==> config.mk <==
export PLATFORM = sky130hd
export DESIGN_NAME = paralelo_serial_param
export DESIGN_NICKNAME = d
export VERILOG_FILES = /design/src/rtl/paralelo_serial_param_pkg.sv /design/src/rtl/paralelo_serial_param_hold.sv /design/src/rtl/paralelo_serial_param.sv
export SDC_FILE = /design/constraint.sdc
export NUM_CORES = 1
export LEC_CHECK = 0
export ABC_AREA = 1
export CORE_UTILIZATION = 35
export CTS_CLUSTER_DIAMETER = 60
export DETAILED_ROUTE_END_ITERATION = 10
export PLACE_DENSITY_LB_ADDON = 0.3
export SKIP_LAST_GASP = 1
export SLEW_MARGIN = 25
export SYNTH_ARGS = -nofsm -noshare
export SYNTH_HDL_FRONTEND = slang
export SYNTH_SLANG_ARGS = --single-unit
==> constraint.sdc <==
create_clock -name clk_32f -period 1.2 [get_ports clk_32f]
set_input_delay 0.24 -clock clk_32f [delete_from_list [all_inputs] [get_ports clk_32f]]
set_output_delay 0.24 -clock clk_32f [all_outputs]
set_load 0.01 [all_outputs]
==> src/rtl/paralelo_serial_param_pkg.sv <==
// Shared PHY transmit constants and helpers.
// Latency: n/a (package).
// Backpressure: n/a (package).
package paralelo_serial_param_pkg;

   // K28.5 comma character, the default idle/alignment word
   localparam logic [7:0] K28_5 = 8'hBC;

   // Serial bit order selectors
   localparam bit BIT_ORDER_MSB = 1'b1;
   localparam bit BIT_ORDER_LSB = 1'b0;

   // Width of a counter that must reach w-1; never narrower than one bit
   function automatic int cnt_width(input int w);
      return (w <= 2) ? 1 : $clog2(w);
   endfunction

endpackage

==> src/rtl/paralelo_serial_param_hold.sv <==
// One-entry holding register between the word producer and the slot shifter.
// Latency: a word accepted on one edge is visible on word/full after that edge.
// Backpressure: ready_out = ~full (registered); the shifter empties it with take.
module paralelo_serial_param_hold #(
   parameter int WIDTH = 8
) (
   input  logic             clk_32f,
   input  logic             reset,
   input  logic [WIDTH-1:0] data_in,
   input  logic             valid_in,
   output logic             ready_out,
   input  logic             take,
   output logic [WIDTH-1:0] word,
   output logic             full
);

   assign ready_out = ~full;

   // Consume on a load edge when full; otherwise accept a new word if empty.
   // A full register never accepts, so a load and an accept cannot collide.
   always_ff @(posedge clk_32f) begin
      if (reset) begin
         full <= 1'b0;
         word <= '0;
      end else if (full) begin
         if (take) begin
            full <= 1'b0;
         end
      end else if (valid_in) begin
         word <= data_in;
         full <= 1'b1;
      end
   end

endmodule

==> src/rtl/paralelo_serial_param.sv <==
// Parallel-to-serial converter emitting one bit per clk_32f in WIDTH-cycle slots.
// Latency: 1..WIDTH cycles from accept to first data bit; first post-reset slot is idle.
// Backpressure: one-entry hold; ready_out low while full, stream never stalls (idle fill).
module paralelo_serial_param
   import paralelo_serial_param_pkg::*;
#(
   parameter int               WIDTH     = 8,
   parameter logic [WIDTH-1:0] IDLE_WORD = WIDTH'(K28_5),
   parameter bit               MSB_FIRST = BIT_ORDER_MSB
) (
   input  logic             clk_32f,
   input  logic             reset,
   input  logic [WIDTH-1:0] data_in,
   input  logic             valid_in,
   output logic             ready_out,
   output logic             data_out,
   output logic             sof_out,
   output logic             valid_out
);

   localparam int            CW   = cnt_width(WIDTH);
   localparam logic [CW-1:0] LAST = CW'(WIDTH - 1);

   logic [CW-1:0]    bit_cnt;
   logic [WIDTH-1:0] sh;
   logic [WIDTH-1:0] hold_word;
   logic             hold_full;
   logic             load;
   logic [WIDTH-1:0] slot_word;

   // The last bit of a slot is on the wire; the next edge starts a new slot
   assign load      = (bit_cnt == LAST);
   assign slot_word = hold_full ? hold_word : IDLE_WORD;

   paralelo_serial_param_hold #(
      .WIDTH (WIDTH)
   ) u_hold (
      .clk_32f   (clk_32f),
      .reset     (reset),
      .data_in   (data_in),
      .valid_in  (valid_in),
      .ready_out (ready_out),
      .take      (load),
      .word      (hold_word),
      .full      (hold_full)
   );

   // Slot counter and shifter: load a data or idle word, then shift it out bit by bit
   always_ff @(posedge clk_32f) begin
      if (reset) begin
         bit_cnt   <= LAST;
         sh        <= IDLE_WORD;
         data_out  <= 1'b0;
         sof_out   <= 1'b0;
         valid_out <= 1'b0;
      end else if (load) begin
         bit_cnt   <= '0;
         sh        <= slot_word;
         data_out  <= MSB_FIRST ? slot_word[WIDTH-1] : slot_word[0];
         sof_out   <= 1'b1;
         valid_out <= hold_full;
      end else begin
         bit_cnt <= bit_cnt + 1'b1;
         sof_out <= 1'b0;
         // sh keeps the bit currently on the wire at its head; move the next one up
         if (MSB_FIRST) begin
            data_out <= sh[WIDTH-2];
            sh       <= {sh[WIDTH-2:0], 1'b0};
         end else begin
            data_out <= sh[1];
            sh       <= {1'b0, sh[WIDTH-1:1]};
         end
      end
   end

endmodule
## Word-level counts from Yosys, hierarchy flattened

Cells that the tools add are included.

| storage, ports and cells | value |
|---|---|
| register bits after elaboration | 22 |
| output and inout bits | 4 |
| logic and storage cells | 22 |

| operators by class | value |
|---|---|
| add/sub/neg operators | 1 |
| equality and inequality tests | 1 |
| multiplexer cells | 8 |
| bitwise logic cells | 2 |
| reduce and logical (&&, ||, !) cells | 2 |

Operator list:

| operator | count |
|---|---|
| $mux W8 | 1 |
| $mux W7 | 1 |
| $mux W1 | 5 |
| $add A3 B1 Y3 const B | 1 |
| $eq A3 B3 Y1 const B | 1 |
| $mux W3 | 1 |
| $reduce_or A3 Y1 | 1 |
| $not A1 Y1 | 2 |
| $reduce_and A2 Y1 | 1 |

## Depth between registers and ports, before layout

Gate-level depths: netlist (run 1).

| depth | value |
|---|---|
| depth after elaboration | 3 |
| mapped depth | 6 |
| depth with buffers taken out | 5 |

## Hierarchy

A second synthesis (run 1) with hierarchy kept.

| second synthesis, totals | value |
|---|---|
| cells, all modules | 117 |
| area, all modules | 884.6 um^2 |

Modules (own cells, without submodules):

| module | times used | cells an instance | area each (um^2) |
|---|---|---|---|
| paralelo_serial_param | 1 | 59 | 494.2 |
| paralelo_serial_param_hold | 1 | 58 | 390.4 |

## Least setup slack after synthesis (run 1)

OpenSTA, ideal clock, no wires.

| timing path | value |
|---|---|
| kind | flip-flop to flip-flop |
| start point | reg bit_cnt[0] |
| end point | reg sh[2] |
| setup time | 0.074 ns |
| arrival time | 1.103 ns |
| required time | 1.126 ns |
| setup slack | 0.023 ns |
| stages on the path, launching flop included | 7 |
| path buffers | 1 |
| period minus slack after synthesis | 1.177 ns |
| cells stage by stage | dfxtp_1 -> ha_1 -> ha_1 -> buf_6 -> nand2_1 -> nor2_1 -> o21ai_0 |

| on the way | value |
|---|---|
| cells in the longest elaborated chain, start to end | 2 |

Ends and longest elaborated chain:

| what | line | text |
|---|---|---|
| from (decl) | paralelo_serial_param.sv:24 | `logic [CW-1:0] bit_cnt;` |
| from (signal assigned) | paralelo_serial_param.sv:63 | `bit_cnt <= bit_cnt + 1'b1;` |
| $eq A3 B3 Y1 | paralelo_serial_param.sv:32 | `assign load = (bit_cnt == LAST);` |
| via load | paralelo_serial_param.sv:28 | `logic load;` |
| $mux W7 | paralelo_serial_param.sv:56 | `end else if (load) begin` |
| to (signal assigned) | paralelo_serial_param.sv:58 | `sh <= slot_word;` |
| to (signal assigned) | paralelo_serial_param.sv:68 | `sh <= {sh[WIDTH-2:0], 1'b0};` |
| to (signal assigned) | paralelo_serial_param.sv:71 | `sh <= {1'b0, sh[WIDTH-1:1]};` |
| to (decl) | paralelo_serial_param.sv:25 | `logic [WIDTH-1:0] sh;` |

The timed path passes the listed nets, and every way through them passes these cells.
A chain may end at the register's enable or synchronous reset.

## Final worst setup path (run 1)

| timing path | value |
|---|---|
| start point | reg valid_out |
| end point | out valid_out |

RTL lines:

| what | line | text |
|---|---|---|
| from (decl) | paralelo_serial_param.sv:18 | `output logic valid_out` |
| from (signal assigned) | paralelo_serial_param.sv:61 | `valid_out <= hold_full;` |

No word-level cell between the ends.

==> implementation parameters, run 1 <==
Parameter                              Value

Status
  Outcome ... finished, final reports clean

Min path
  Start point of the worst min-delay path ... bit_cnt[0]$_SDFF_PP1_
  Min-Delay Path Class ... register to register
  Worst Hold Path EP ... bit_cnt[0]$_SDFF_PP1_
  WHS Path Cells ... 1

Timing
  Max-slew violation count ... 0
  Final setup skew ... 9.36 ps
  F_max ... 0.877 GHz
  Total Negative Setup Slacks ... 0 ps
  Share of the clock period used by the worst path after layout ... 0.950
  Slew @ Worst Pin ... 191 ps
  Number of hold violations in the final report ... 0
  Slew Limit Headroom ... 0.872
  Period minus WS final ... 1140 ps
  Number of failing setup endpoints in the final timing report ... 0

Route
  Routed via count divided by cell count ... 4.42
  Detail-routed net length per standard cell ... 10.1 um
  Remaining antenna violation count ... 0
  DR DRC count ... 0
  Vias post-DR ... 685
  Total iterations of the first detailed-routing run ... 4
  First-iteration detailed-routing DRC count ... 12
  DRT Wirelength ... 1560 um

Worst setup path
  Max incr delay on CP ... 360 ps
  Endpoint required time on the critical path ... 960 ps
  Critical path class ... register to output port
  Series of cell instances along the critical path ... clkdlybuf4s15_1
  Buffers plus inverters on the worst setup path ... 1
  Number of cells on the worst reg-to-reg path ... 5
  Data arrival time of the critical path ... 900 ps
  R2r endpoint ... sh[3]$_SDFF_PP1_
  Standard cell with the maximum stage delay on the critical path ... sky130_fd_sc_hd__dfxtp_1
  Category of the worst setup path launch point ... register
  Kind of end point of the critical path ... output port
  Cell family with the largest share of critical-path delay ... flip-flops
  Startpoint of the lowest-slack register-to-register path ... bit_cnt[0]$_SDFF_PP1_
  Maximum fanout encountered on the critical timing path ... 2
  Reg-to-reg setup timing slack ... 70 ps

Placement
  Half-perimeter wire length of the detailed placement result ... 1060 um
  GPL Wtd Cong ... 0.756
  IO buf count ... 14

Final layout
  Fillers ... 222
  Most common cell after layout, fill and taps aside ... sky130_fd_sc_hd__nor2_1
  Leading cell types in the layout, fill and taps excluded ... sky130_fd_sc_hd__nor2_1 (26), sky130_fd_sc_hd__dfxtp_1 (20), sky130_fd_sc_hd__nand2_1 (13), sky130_fd_sc_hd__inv_1 (11)
  Area growth syn-to-layout ... 36.1%
  Number of nets in the final layout ... ~140
  Fraction of layout instances using a drive strength above 1 ... 0.197
  # diodes ... 0

Synth
  Avg Synthesized Cell Area ... 7.87 um2
  Post-synthesis sequential area ratio ... 0.538
  Top area cells in the synthesized netlist ... sky130_fd_sc_hd__dfxtp_1 (54%), sky130_fd_sc_hd__nor2_1 (13%), sky130_fd_sc_hd__nand2_1 (6.4%), sky130_fd_sc_hd__nand3_1 (6.1%), sky130_fd_sc_hd__inv_1 (5.0%)
  Cells after Synth ... 104
  Count of unique library cells instantiated by Yosys ... 13
  Synthesis-stage register bit count ... 22
  Area share of the largest cell type after synthesis ... 0.538
  Count of yosys warnings during synthesis ... 0
  Net count of the mapped netlist ... 117
  Library cell occupying the most area in the post-synthesis netlist ... sky130_fd_sc_hd__dfxtp_1
  Netlist Area Pre-Place ... 818 um2

Run
  Number of max-capacitance violations reported ... 0

Power and ir drop
  Switching component of the power ... roughly 0.00044 W
  Total power divided by cell area ... 1610 nW/um2
  Switching power as a share of total power ... 0.247
  Overall power consumption ... 0.00179 W
  Fraction of power consumed by the clock network ... 0.311
  VDD IR-drop max ... 739 uV
  Combinational Power Share ... 0.207
  Leakage Power ... 0.520 nW
  Design internal power ... 0.00135 W
  Share of power burned in registers ... 0.482

CTS
  Clock-pin slew reported for the worst setup and hold paths after clock tree synthesis ... ~120 ps
  H-tree depth ... 1
  CTS Hold Bufs ... 0
  CTS max path bufs ... 2
  Clock sink total ... 22
  Cts bufs inserted ... 3
  Insertion delay of the later-clocked pin in the worst-skew pair ... slightly above 300 ps
  Clock root buffer ... sky130_fd_sc_hd__clkbuf_4
  TritonCTS clock tree ... done

Die
  Core ar. ... 2210 um2
  Die Y ... 50.4 um
  Io pins ... 15
  Number of standard-cell rows in the floorplan ... 17
  Initial core utilization ... 0.370
  Die ar. ... 2540 um2
  Overall die width ... around 50 um

GRT
  Global-route wire length before repair ... 2710 um
  Global route overflow ... 0
  GRT Util Overall ... 0.142
  Number of global-route vias before repair ... 658
  Maximum number of pins on one net before global-route repair ... 17
  Antenna violations before repair ... 0
==> power by group through the flow <==
stage	Sequential [W]	Combinational, W	Clock [W]
5_1_grt	0.000874	0.000423	0.000605
4_1_cts	0.000855	0.000343	0.000573
3_5_place_dp	0.000872	0.000347	0
3_3_place_gp	0.000871	0.000339	0
6_report	0.000865	0.000371	0.000558
2_1_floorplan	0.000876	0.000196	0
==> state kept, by name (all words and copies together) (netlist names) <==
| register | flops |
|---|---|
| sh | 7 |
| u_hold.word | 8 |
| valid_out | 1 |
| data_out | 1 |
| bit_cnt | 3 |
| sof_out | 1 |
| u_hold.full | 1 |
==> synthesized netlist by cell type <==
cell,number
sky130_fd_sc_hd__buf_4,2
sky130_fd_sc_hd__inv_2,1
sky130_fd_sc_hd__nor2_1,28
sky130_fd_sc_hd__buf_6,1
sky130_fd_sc_hd__nand3_1,10
sky130_fd_sc_hd__ha_1,2
sky130_fd_sc_hd__nand2_1,14
sky130_fd_sc_hd__inv_1,11
sky130_fd_sc_hd__nor2_4,1
sky130_fd_sc_hd__or2_2,2
sky130_fd_sc_hd__a21oi_1,4
sky130_fd_sc_hd__dfxtp_1,22
sky130_fd_sc_hd__o21ai_0,6
==> worst max path at each step <==
stage	cells after the start	slack [ps]	from	to
6_report	1	60	valid_out$_SDFFE_PP0N_	valid_out
4_1_cts	2	-50	u_hold.full$_SDFF_PP0_	ready_out
3_3_place_gp	3	-20	reset	bit_cnt[2]$_SDFF_PP1_
3_5_place_dp	3	-40	reset	bit_cnt[1]$_SDFF_PP1_
5_1_grt	5	-6	bit_cnt[0]$_SDFF_PP1_	sh[5]$_SDFF_PP1_
2_1_floorplan	6	20	bit_cnt[0]$_SDFF_PP1_	sh[2]$_SDFF_PP1_
==> logic make-up (layout without fill, tap and decap cells) <==
family,count (synthesis),count (layout),synth area share
flops,22,22,0.538
compound gates,10,10,0.0612
simple gates,55,55,0.283
buf+inv,15,38,0.0871
fa+ha+maj,2,2,0.0306
==> through the flow <==
step / util / setup slack, ps / instance area [um2] / hold slack [ps] / instances
3_5_place_dp: 0.467 / -38.0 / 1030 / 438 / 150
6_report: 0.503 / 59.6 / 1110 / 438 / 155
3_3_place_gp: 0.467 / -17.9 / 1030 / 432 / 150
5_1_grt: 0.503 / -5.53 / 1110 / 461 / 155
4_1_cts: 0.490 / -45.8 / 1080 / 458 / 154
2_1_floorplan: - / 22.6 / 818 / 309 / 104
==> what timing repair did <==
action,4_1_cts,5_1_grt
endpoints found under the hold margin,0,0
endpoints found under the setup margin,10,10
gates resized for setup,6,11
setup buffers,0,1
pin swaps,0,0
cloned,0,0
==> cell type report <==
cell class	count	area, um2	share of cell area
clock inverter	1	30.0	0.0270
inverter	12	45.0	0.0404
tap	28	35.0	0.0315
sequential	22	443	0.398
multi-input combinational	67	333	0.299
timing repair buffer	22	205	0.184
clock buffer	3	22.5	0.0202
==> metal layers <==
| metal | up-vias | wire [um] | share of wire | global-route usage |
|---|---|---|---|---|
| li1 | 370 | - | - | - |
| met2 | 25 | 715 | 0.46 | 0.231 |
| met3 | 4 | 77 | 0.049 | 0.0273 |
| met4 | 0 | 24 | 0.015 | 0.0694 |
| met1 | 286 | 742 | 0.48 | 0.177 |
| met5 | - | 0 | 0 | 0 |
Note: power is estimated with default switching activity, not from simulation.
==> run 2, diff against run 1 <==
--- a/config.mk
+++ b/config.mk
@@ -6,6 +6,7 @@
 export NUM_CORES = 1
 export LEC_CHECK = 0
 export ABC_AREA = 1
+export CAP_MARGIN = 20
 export CORE_UTILIZATION = 35
 export CTS_CLUSTER_DIAMETER = 60
 export DETAILED_ROUTE_END_ITERATION = 10
==> results of run 2 <==
The final DEF is identical to that of run 1; final timing and power are the same.
==> RTL change 1: new RTL, flow settings as in run 1 <==
`WIDTH` is set to 8 in 2 places; all go to 6.
--- a/src/rtl/paralelo_serial_param_hold.sv
+++ b/src/rtl/paralelo_serial_param_hold.sv
@@ -2,7 +2,7 @@
 // Latency: a word accepted on one edge is visible on word/full after that edge.
 // Backpressure: ready_out = ~full (registered); the shifter empties it with take.
 module paralelo_serial_param_hold #(
-   parameter int WIDTH = 8
+   parameter int WIDTH = 6
 ) (
    input  logic             clk_32f,
    input  logic             reset,
--- a/src/rtl/paralelo_serial_param.sv
+++ b/src/rtl/paralelo_serial_param.sv
@@ -4,7 +4,7 @@
 module paralelo_serial_param
    import paralelo_serial_param_pkg::*;
 #(
-   parameter int               WIDTH     = 8,
+   parameter int               WIDTH     = 6,
    parameter logic [WIDTH-1:0] IDLE_WORD = WIDTH'(K28_5),
    parameter bit               MSB_FIRST = BIT_ORDER_MSB
 ) (
Ports: changed (resized data_in); port bits go from 15 to 13. No check against the original RTL was run, so the function may have changed too.
==> RTL change 1 against run 1 <==
Count of clock-buffer cells in the layout rose by 1; clock power fell by 35%; die area fell by 6.2%; worst setup slack got worse by 0.0019 ns; final area fell by 15%; wire length fell by 22%; cell count fell by 5.8%; fmax fell by 0.17%; non-clock buffer count fell by 7; area after synthesis fell by 6.4%; sequential share of layout area fell by 1.5 points; total power fell by 24%; highest routed layer is now met3; sequential cell count fell by 4; synthesized cell count fell by 0.96%.
==> RTL change 1: results <==
export IMPL_maxSlewHeadroom=0.829
export IMPL_ys_flop_type="dfxtp_1"
export IMPL_grt_max_degree=17
export IMPL_gp_congestion=0.732
export IMPL_io_buffers=12
export IMPL_cp_arrival_ns=0.90
export IMPL_syn_nets=114
export IMPL_cts_buffers=3
export IMPL_ys_types=18
export IMPL_fin_nets=131
export IMPL_vias=613
export IMPL_ff2ff_setup_slack_ns=0.14
export IMPL_drt_iter0_markers=3
export IMPL_first_pass_iters=4
export IMPL_r2r_end="sh[4]$_SDFF_PP1_"
export IMPL_yosys_warnings=0
export IMPL_synth_commonest_cells="nand2_1, dfxtp_1, nor2_1"
export IMPL_rr_worst_depth=6
export IMPL_crit_end="ready_out"
export IMPL_clk_pin_slew_ns=0.10
export IMPL_layout_drive_gt1_share=0.143
export IMPL_max_vdd_ir_drop_uv=534
export IMPL_skew_ns=0.00685
export IMPL_cts_max_level=1
export IMPL_antenna_cells=0
export IMPL_hold_class="reg -> reg"
export IMPL_root_buffer="clkbuf_4"
export IMPL_final_cells=146
export IMPL_ys_async_sr_fraction=0
export IMPL_track_usage=0.122
export IMPL_place_inst=142
export IMPL_hpwl_um=921
export IMPL_n_fill_cell=208
export IMPL_antenna_found_initial=0
export IMPL_switching_share=0.280
export IMPL_clk_path_buf_depth=2
export IMPL_ys_top_cells_by_area="dfxtp_1, nand2_1, nor2_1, nand3_1, inv_1"
export IMPL_top_regs="u_hold.word: 6 flops, sh: 5 flops, bit_cnt: 3 flops"
export IMPL_status="finished, final reports clean"
export IMPL_startpoint="u_hold.full$_SDFF_PP0_"
export IMPL_whs_path_depth=2
export IMPL_first_global_vias=568
export IMPL_synth_avg_cell_area_um2=7.43
export IMPL_clock_latency_ns=0.29
export IMPL_r2r_start="bit_cnt[1]$_SDFF_PP0_"
export IMPL_grt_pass1_wl_mm=2.21
export IMPL_ys_seq_area_frac=0.471
export IMPL_cp_max_fo=2
export IMPL_leakagePower_uw=0.000472
export IMPL_wirelength_mm=1.22
export IMPL_dpl_cell_area_um2=912
## RTL change 1: cell types whose count changed after synthesis, moves of 3 or more
cell and change:
nor2_1 -10, nand2_1 +9, o21ai_0 -5, dfxtp_1 -4, a21oi_1 -3, inv_1 +3
## RTL change 1: timing repair
item	CTS	global route
setup buffers	0	0
resized for setup	4	2
endpoints found under the setup margin	4	1
endpoints found under the hold margin	0	0
## RTL change 1: metal layers
metal  up-vias  track usage  share of wire  routed length, um
met5         -            0              0                  0
met4         0       0.0735              0                  0
met3         0       0.0280          0.046                 56
met2        12        0.201           0.46                562
met1       263        0.144           0.49                599
li1        338            -              -                  -
## RTL change 1: cell type report
class | instances | share of cell area
tap | 27 | 0.0357
clock buffer | 4 | 0.0384
sequential | 18 | 0.382
multi-input combinational | 64 | 0.323
timing repair buffer | 15 | 0.147
inverter | 18 | 0.0741
## RTL change 1: cells by family after synthesis
kind of cell               Yosys count  share of synthesized area
and+or+nand+nor                     59                      0.346
DFF                                 18                      0.471
AOI/OAI and AO/OA                    3                     0.0196
adders and majority gates            2                     0.0327
buffers and inverters               21                      0.131
## RTL change 1: per-stage QoR
stage / utilization / worst slack (ns) / TNS [ns] / power (uW) / hold slack (ns)
finish: 0.473 / 0.0577 / 0 / 1360 / 0.449
global route: 0.473 / 0.00295 / 0 / 1450 / 0.464
CTS: 0.471 / -0.0535 / -0.0535 / 1380 / 0.452
detailed placement: 0.456 / -0.0897 / -0.488 / 1020 / 0.433
global placement: 0.456 / -0.0581 / -0.328 / 1010 / 0.428
floorplan: - / 0.239 / 0 / 920 / 0.312
## RTL change 1: critical path, stage by stage, from the launching register on
cell and delay, ns:
dfxtp_2 0.35, inv_4 0.04, clkdlybuf4s15_1 0.22
## RTL change 1: worst min-delay path by stage
| stage | slack (ns) | start | endpoint |
|---|---|---|---|
| detailed placement | 0.43 | sh[1]$_SDFF_PP0_ | sh[2]$_SDFF_PP1_ |
| CTS | 0.45 | u_hold.word[0]$_SDFFE_PP0P_ | sh[0]$_SDFF_PP0_ |
| finish | 0.45 | u_hold.word[0]$_SDFFE_PP0P_ | sh[0]$_SDFF_PP0_ |
| floorplan | 0.31 | reset | sof_out$_SDFF_PP0_ |
| global placement | 0.43 | sh[2]$_SDFF_PP1_ | sh[3]$_SDFF_PP1_ |
| global route | 0.46 | u_hold.word[0]$_SDFFE_PP0P_ | sh[0]$_SDFF_PP0_ |
## RTL change 1: power by group through the flow
stage	clock, uW	combinational [uW]	sequential (uW)
floorplan	0	206	714
global placement	0	299	714
detailed placement	0	301	717
CTS	390	292	702
global route	407	334	712
finish	365	288	702
==> RTL change 2: new RTL, config.mk and constraints of run 1 <==
Made on the original files. Reset style: asynchronous (`reset`), changed in 2 clocked blocks.
--- a/src/rtl/paralelo_serial_param_hold.sv
+++ b/src/rtl/paralelo_serial_param_hold.sv
@@ -18,7 +18,7 @@
 
    // Consume on a load edge when full; otherwise accept a new word if empty.
    // A full register never accepts, so a load and an accept cannot collide.
-   always_ff @(posedge clk_32f) begin
+   always_ff @(posedge clk_32f or posedge reset) begin
       if (reset) begin
          full <= 1'b0;
          word <= '0;
--- a/src/rtl/paralelo_serial_param.sv
+++ b/src/rtl/paralelo_serial_param.sv
@@ -46,7 +46,7 @@
    );
 
    // Slot counter and shifter: load a data or idle word, then shift it out bit by bit
-   always_ff @(posedge clk_32f) begin
+   always_ff @(posedge clk_32f or posedge reset) begin
       if (reset) begin
          bit_cnt   <= LAST;
          sh        <= IDLE_WORD;
Check against the original RTL: differs if reset is asserted again (counterexample within 4 cycles, from zero or initial values and one cycle with reset high); with reset held inactive, the same outputs for 10 cycles.
==> RTL change 2 against run 1 <==
Worst setup slack got worse by 0.051 ns; sequential cell count unchanged; total power decreased by 4.2%; sequential share of layout area increased by 7.2 points; combinational power decreased by 14%; area after synthesis increased by 12%; final area increased by 6.9%; sequential power increased by 15%; wire length increased by 5.5%; first-iteration DRC count decreased by 50%; critical endpoint is now sh[1]$_DFF_PP0_; largest power group unchanged.
==> RTL change 2: results <==
export IMPL_status="finished, final reports clean"
export IMPL_ys_seq_area_frac=0.610
export IMPL_n_fill_cell=254
export IMPL_ys_async_sr_fraction=1.00
export IMPL_power_density_nw_per_um2=1440
export IMPL_layout_drive_gt1_share=0.252
export IMPL_ys_types=17
export IMPL_cp_arrival_ns=1.44
export IMPL_synth_avg_cell_area_um2=9.86
export IMPL_met3_usage=0.0259
export IMPL_leakagePower_uw=0.000606
export IMPL_nNonClkInverters=8
export IMPL_fin_nets=130
export IMPL_clkPwrFrac=0.237
export IMPL_seq_area_frac=0.470
export IMPL_hold_class="in -> async"
export IMPL_drt_iter0_markers=6
export IMPL_worst_slack_ns=0.00814
export IMPL_max_vdd_ir_drop_uv=657
export IMPL_first_global_vias=602
export IMPL_gp_congestion=0.723
export IMPL_clock_area_frac=0.0305
export IMPL_critPathSlowestCell="dfstp_2"
export IMPL_synth_commonest_cells="nand2_1, dfrtp_1, nand3_1"
export IMPL_grt_pass1_wl_mm=2.82
export IMPL_syn_nets=107
export IMPL_crit_end="sh[1]$_DFF_PP0_"
export IMPL_met2_usage=0.217
export IMPL_tightest_slew_ns=0.186
export IMPL_p_int_uw=1260
export IMPL_track_usage=0.142
export IMPL_startpoint="bit_cnt[0]$_DFF_PP1_"
export IMPL_hold_slack_ns=0.242
export IMPL_multi_input_gates=59
export IMPL_place_ws_ns=-0.0302
export IMPL_gr_usage_met1=0.199
[RTL change 2: cell count changes after synthesis, sizes merged, moves of 2 or more]
cell / delta
dfrtp: +15
dfxtp: -22
or2: -2
nor2: -28
dfstp: +7
inv: -4
a21oi: -4
nand2: +28
o21ai: -4
[RTL change 2: kinds of logic after synthesis]
logic type      after synthesis  synth area share
simple gates                 54             0.251
flops                        22             0.610
buf+inv                      12            0.0832
fa+ha+maj                     3            0.0409
compound gates                2            0.0150
[RTL change 2: worst max-delay path, delay by kind of cell, from the launching register on]
family                     cells  cell delay (ns)
DFF                            1             0.57
adders and majority gates      2             0.31
buffers and inverters          1             0.12
and+or+nand+nor                2             0.14
[RTL change 2: repair_timing]
action                     4_1_cts  5_1_grt
buffers inserted                 2        2
resized for setup               10        6
setup endpoints to repair        8        9
hold buffers                     0        0
pin swaps                        0        1
[RTL change 2: metal layers]
layer / vias to the layer above / wire (um)
li1: 329 / -
met1: 294 / 783
met2: 10 / 802
met3: 2 / 40
met4: 0 / 18
met5: - / 0
